--- src/rtl/apb_irq_aggregator_pkg.sv ---
// Shared constants and helpers for the APB interrupt aggregator: register
// offsets, CLAIM layout and the lowest-index priority encoder.
`timescale 1ns/1ps
package apb_irq_aggregator_pkg;

    localparam int MAX_IRQ       = 32;
    localparam int CLAIM_VLD_BIT = 31;

    localparam logic [2:0] REG_RAW     = 3'd0;
    localparam logic [2:0] REG_ENABLE  = 3'd1;
    localparam logic [2:0] REG_PENDING = 3'd2;
    localparam logic [2:0] REG_CLEAR   = 3'd3;
    localparam logic [2:0] REG_MODE    = 3'd4;
    localparam logic [2:0] REG_CLAIM   = 3'd5;

    // Scans from the top so the last hit is the lowest set index; 0 when empty.
    function automatic logic [4:0] lowest_index(input logic [MAX_IRQ-1:0] vec);
        logic [4:0] idx;
        idx = '0;
        for (int i = MAX_IRQ - 1; i >= 0; i--) begin
            if (vec[i]) idx = 5'(i);
        end
        return idx;
    endfunction

endpackage

--- src/rtl/irq_sync_edge.sv ---
// Per-source synchroniser and rising-edge detector. SYNC_STAGES=0 passes the
// input straight through for sources already in the PCLK domain.
`timescale 1ns/1ps
module irq_sync_edge #(
    parameter int SYNC_STAGES = 2
) (
    input  logic PCLK,
    input  logic PRESETn,
    input  logic irq_raw,
    output logic irq_s,
    output logic rise
);

    logic prev;

    generate
        if (SYNC_STAGES == 0) begin : g_bypass
            assign irq_s = irq_raw;
        end else begin : g_sync
            logic [SYNC_STAGES-1:0] sync_q;

            always_ff @(posedge PCLK or negedge PRESETn) begin
                if (!PRESETn) begin
                    sync_q <= '0;
                end else begin
                    sync_q[0] <= irq_raw;
                    for (int i = 1; i < SYNC_STAGES; i++) begin
                        sync_q[i] <= sync_q[i-1];
                    end
                end
            end

            assign irq_s = sync_q[SYNC_STAGES-1];
        end
    endgenerate

    // History is tracked in every mode so a level->edge switch sees no false rise.
    always_ff @(posedge PCLK or negedge PRESETn) begin
        if (!PRESETn) prev <= 1'b0;
        else          prev <= irq_s;
    end

    assign rise = irq_s & ~prev;

endmodule

--- src/rtl/apb_irq_aggregator.sv ---
// APB3 interrupt aggregator: synchronises NUM_IRQ sources, latches them per
// level/edge mode, masks with ENABLE and drives one registered interrupt.
`timescale 1ns/1ps
module apb_irq_aggregator
    import apb_irq_aggregator_pkg::*;
#(
    parameter int NUM_IRQ         = 8,
    parameter int SYNC_STAGES     = 2,
    parameter bit IRQ_ACTIVE_HIGH = 1'b1
) (
    input  logic                PCLK,
    input  logic                PRESETn,
    input  logic                PSEL,
    input  logic                PENABLE,
    input  logic                PWRITE,
    input  logic [2:0]          PADDR,
    input  logic [31:0]         PWDATA,
    output logic [31:0]         PRDATA,
    output logic                PREADY,
    output logic                PSLVERR,
    input  logic [NUM_IRQ-1:0]  irq_src,
    output logic                irq_o
);

    logic [NUM_IRQ-1:0] irq_s;
    logic [NUM_IRQ-1:0] rise;
    logic [NUM_IRQ-1:0] enable_q;
    logic [NUM_IRQ-1:0] mode_q;
    logic [NUM_IRQ-1:0] pend_q;
    logic [NUM_IRQ-1:0] pend_d;
    logic [NUM_IRQ-1:0] clr;
    logic [NUM_IRQ-1:0] masked;
    logic               wr_en;
    logic               unused_pwdata;

    function automatic logic [MAX_IRQ-1:0] zext(input logic [NUM_IRQ-1:0] v);
        logic [MAX_IRQ-1:0] r;
        r = '0;
        r[NUM_IRQ-1:0] = v;
        return r;
    endfunction

    assign PREADY        = 1'b1;
    assign PSLVERR       = 1'b0;
    assign wr_en         = PSEL & PENABLE & PWRITE;
    assign unused_pwdata = ^PWDATA;

    genvar g;
    generate
        for (g = 0; g < NUM_IRQ; g++) begin : g_src
            irq_sync_edge #(.SYNC_STAGES(SYNC_STAGES)) u_sync (
                .PCLK    (PCLK),
                .PRESETn (PRESETn),
                .irq_raw (irq_src[g]),
                .irq_s   (irq_s[g]),
                .rise    (rise[g])
            );
        end
    endgenerate

    // Pending update: set beats clear in edge mode; level mode simply follows the input.
    assign clr    = (wr_en && PADDR == REG_CLEAR) ? PWDATA[NUM_IRQ-1:0] : '0;
    assign pend_d = (mode_q & (rise | (pend_q & ~clr))) | (~mode_q & irq_s);
    assign masked = pend_q & enable_q;

    always_ff @(posedge PCLK or negedge PRESETn) begin
        if (!PRESETn) begin
            enable_q <= '0;
            mode_q   <= '0;
            pend_q   <= '0;
            irq_o    <= !IRQ_ACTIVE_HIGH;
        end else begin
            pend_q <= pend_d;
            irq_o  <= IRQ_ACTIVE_HIGH ? (|masked) : !(|masked);
            if (wr_en) begin
                case (PADDR)
                    REG_ENABLE: enable_q <= PWDATA[NUM_IRQ-1:0];
                    REG_MODE:   mode_q   <= PWDATA[NUM_IRQ-1:0];
                    default:    ;
                endcase
            end
        end
    end

    // Read path is combinational from PADDR; CLEAR and reserved offsets read 0.
    always_comb begin
        PRDATA = '0;
        if (PSEL && !PWRITE) begin
            case (PADDR)
                REG_RAW:     PRDATA = zext(irq_s);
                REG_ENABLE:  PRDATA = zext(enable_q);
                REG_PENDING: PRDATA = zext(masked);
                REG_MODE:    PRDATA = zext(mode_q);
                REG_CLAIM: begin
                    PRDATA[CLAIM_VLD_BIT] = |masked;
                    PRDATA[4:0]           = lowest_index(zext(masked));
                end
                default:     PRDATA = '0;
            endcase
        end
    end

endmodule

--- config.mk ---
export PLATFORM = sky130hd
export DESIGN_NAME = apb_irq_aggregator
export DESIGN_NICKNAME = d
export VERILOG_FILES = /design/src/rtl/apb_irq_aggregator_pkg.sv /design/src/rtl/irq_sync_edge.sv /design/src/rtl/apb_irq_aggregator.sv
export SDC_FILE = /design/constraint.sdc
export NUM_CORES = 1
export LEC_CHECK = 0
export ABC_AREA = 1
export CAP_MARGIN = 10
export CORE_MARGIN = 3
export CORE_UTILIZATION = 49
export DETAILED_ROUTE_END_ITERATION = 7
export PLACE_DENSITY = 0.95
export SLEW_MARGIN = 20
export SYNTH_ARGS = -nofsm -noshare
export SYNTH_HDL_FRONTEND = slang
export SYNTH_HIERARCHICAL = 1
export SYNTH_SLANG_ARGS = --single-unit
--- constraint.sdc ---
create_clock -name PCLK -period 3.41 [get_ports PCLK]
set_input_delay 1.023 -clock PCLK [delete_from_list [all_inputs] [get_ports PCLK]]
set_output_delay 1.023 -clock PCLK [all_outputs]
set_load 0.01 [all_outputs]
==> results.sh <==
export IMPL_startpoint="PADDR[2]"
export IMPL_slowest_delay_ns=0.28
export IMPL_switching_share_pct=28.9
export IMPL_period_share_pct=97.5
export IMPL_combPwrFrac_pct=19.5
export IMPL_netlist_area_um2=2380
export IMPL_antenna_found_initial=0
export IMPL_htreeDepth=2
export IMPL_crit_type="input pin to primary output"
export IMPL_dr_pass1_iters=5
export IMPL_drt_wirelength_per_cell_um=12.1
export IMPL_postRouteAntennaNets=0
export IMPL_die_h_um=75.8
export IMPL_yosys_warnings=6
export IMPL_hold_path_class="register to register"
export IMPL_io_buffers=33
export IMPL_p_leak_nw=1.43
export IMPL_grt_pass1_vias=1767
export IMPL_synth_seq_cells=49
export IMPL_worst_pin_slew_ns=0.594
export IMPL_fmax_mhz=301
export IMPL_detail_route_iter0_violations=69
export IMPL_vias_per_cell=4.72
export IMPL_hold_path_startpoint="g_src[5].u_sync/g_sync.sync_q[0]"
export IMPL_grt_pass1_wl_um=7710
export IMPL_diodes=0
export IMPL_netSwitchingPower_mw=0.368
export IMPL_synth_cells=264
export IMPL_period_minus_slack_ns=3.32
export IMPL_core_area_um2=4530
export IMPL_die_width_um=75.8
export IMPL_crit_required_ns=2.39
export IMPL_drv_cap=0
export IMPL_ctsRootBufferMaster="clkbuf_8"
export IMPL_grt_total_usage_pct=18.0
export IMPL_grt_max_degree=50
export IMPL_syn_area_per_cell_um2=9.03
export IMPL_r2r_end="irq_o"
export IMPL_setup_tns_final_ns=0
export IMPL_tritoncts="built"
export IMPL_hold_path_end="g_src[5].u_sync/g_sync.sync_q[1]"
export IMPL_min_delay_path_depth=0
export IMPL_path_clk_slew_ns=0.08
export IMPL_cp_end_kind="primary output"
export IMPL_cp_max_fo=8
export IMPL_clockBufferDepth=2
export IMPL_utilization_pct=62.8
export IMPL_area_delta_synth_final_pct=19.4
export IMPL_pwr_share_seq_pct=55.2
export IMPL_clock_sinks=49
export IMPL_totalPowerFinal_mw=1.27
export IMPL_status="complete, no violations"
export IMPL_final_nets=364
export IMPL_crit_slowest_cell="dlygate4sd2_1"
export IMPL_grt_setup_unrepaired="no"
export IMPL_drc=0
export IMPL_synth_cell_types=24
export IMPL_drive_above_1_share_pct=21.8
export IMPL_rrSetupSlack_ns=2.12
export IMPL_max_slew_margin_rel_pct=60.4
export IMPL_synth_seq_area_share_pct=51.4
export IMPL_critPathArrivalTime_ns=2.30
export IMPL_skew_ns=0.00637
export IMPL_holdWs_ns=0.352
export IMPL_p_int_mw=0.904
export IMPL_fin_area_um2=2850
export IMPL_final_cell_mix="nand2_1 (58), dfrtp_1 (49), inv_1 (35)"
export IMPL_dp_hpwl_um=3280
export IMPL_path_common_cell="a21oi_1"
export IMPL_wirelength_um=4630
export IMPL_path_cells="dlygate4sd2_1 -> inv_2 -> nand3_1 -> buf_4 -> o21ai_0 -> a21oi_1 -> a21oi_1 -> buf_2"
export IMPL_vias=1803
export IMPL_fp_dieArea_um2=5740
export IMPL_clk_latency_ns=0.30
export IMPL_rr_worst_depth=6
export IMPL_hold_violations=0
export IMPL_cts_buffers=5
export IMPL_pwr_share_clk_pct=25.4
export IMPL_drv_slew=0
export IMPL_rows=24
export IMPL_grt_ovfl_total=0
export IMPL_final_common_cell="nand2_1"
export IMPL_reg2reg_from="enable_q[4]"
export IMPL_io_pins=83
export IMPL_post_dp_cell_area_um2=2750
export IMPL_setup_viol=0
export IMPL_start_util_pct=52.6
export IMPL_place_gp_congestion=0.848
export IMPL_vdd_ir_drop_max_uv=338
export IMPL_startpoint_type="input pin"
export IMPL_power_density_nw_per_um2=447
Yosys cell counts, drive strengths merged:
master	instances	area, um2
conb	2	7.51
nor2	24	118
a21oi	8	40.0
a31oi	11	68.8
nand3	4	20.0
buf	28	230
nor4	1	6.26
nand2	62	253
o2bb2ai	1	8.76
nand4	1	6.26
nor3	3	37.5
o21ai	32	220
dfrtp	49	1230
inv	38	143
layer usage:
layer / part of all wire, % / up-vias / global-route usage (%)
met5: 0 / - / 0
met4: 1.5 / 0 / 6.99
met3: 6.7 / 8 / 4.75
met2: 50 / 74 / 30.2
met1: 42 / 832 / 22.1
li1: - / 889 / -
flip-flops by register name, summed over array words and instances, names as in the netlist:
register and cells:
pend_q 8, g_src.u_sync/prev 8, enable_q 8, g_src.u_sync/g_sync.sync_q 16
mode_q 8, irq_o 1
through the flow:
step	setup WS, ns	cells
5_1_grt	0.00234	382
6_report	0.0868	382
2_1_floorplan	0.505	287
3_3_place_gp	-0.577	371
3_5_place_dp	-0.600	371
4_1_cts	0.0461	382
power by group through the flow:
stage / clock [mW] / sequential, mW / combinational (mW)
after floorplan: 0 / 0.702 / 0.174
after global placement: 0 / 0.707 / 0.233
after detailed placement: 0 / 0.712 / 0.244
after CTS: 0.332 / 0.701 / 0.247
after global routing: 0.357 / 0.711 / 0.281
final: 0.322 / 0.701 / 0.248
cells by family after synthesis:
family | after synthesis | share of synthesized area, %
buffers and inverters | 66 | 15.6
other | 2 | 0.315
AND/OR/NAND/NOR | 95 | 18.5
flip-flops | 49 | 51.4
AO/OA/AOI/OAI | 52 | 14.2
repair_timing:
action / in CTS / in global routing
hold endpoints to repair: 0 / 0
endpoints found under the setup margin: 9 / 3
buffers inserted: 3 / 0
cloned: 0 / 0
gates resized for setup: 43 / 3
pin swaps: 6 / 1
hold buffers: 0 / 0
layout make-up:
| type | count | area, um2 |
|---|---|---|
| clock buffer | 8 | 80.1 |
| multi-input combinational | 172 | 896 |
| inverter | 38 | 143 |
| timing repair buffer | 50 | 422 |
| fill | 382 | 1690 |
| sequential | 49 | 1230 |
| tap | 65 | 81.3 |
worst max path at each step:
stage / endpoint / slack [ns] / cells past startpoint
after floorplan: PRDATA[1] / 0.51 / 6
after global placement: PRDATA[4] / -0.58 / 7
after detailed placement: PRDATA[2] / -0.60 / 8
after CTS: PRDATA[7] / 0.05 / 11
after global routing: PRDATA[1] / 0.002 / 11
final: PRDATA[3] / 0.09 / 8
worst max-delay path: cells and delay by family:
| kind | cells | cell delay (ns) |
|---|---|---|
| AND/OR/NAND/NOR | 1 | 0.09 |
| buffers and inverters | 4 | 0.76 |
| AO/OA/AOI/OAI | 3 | 0.41 |
(Power assumes the default switching activity.)
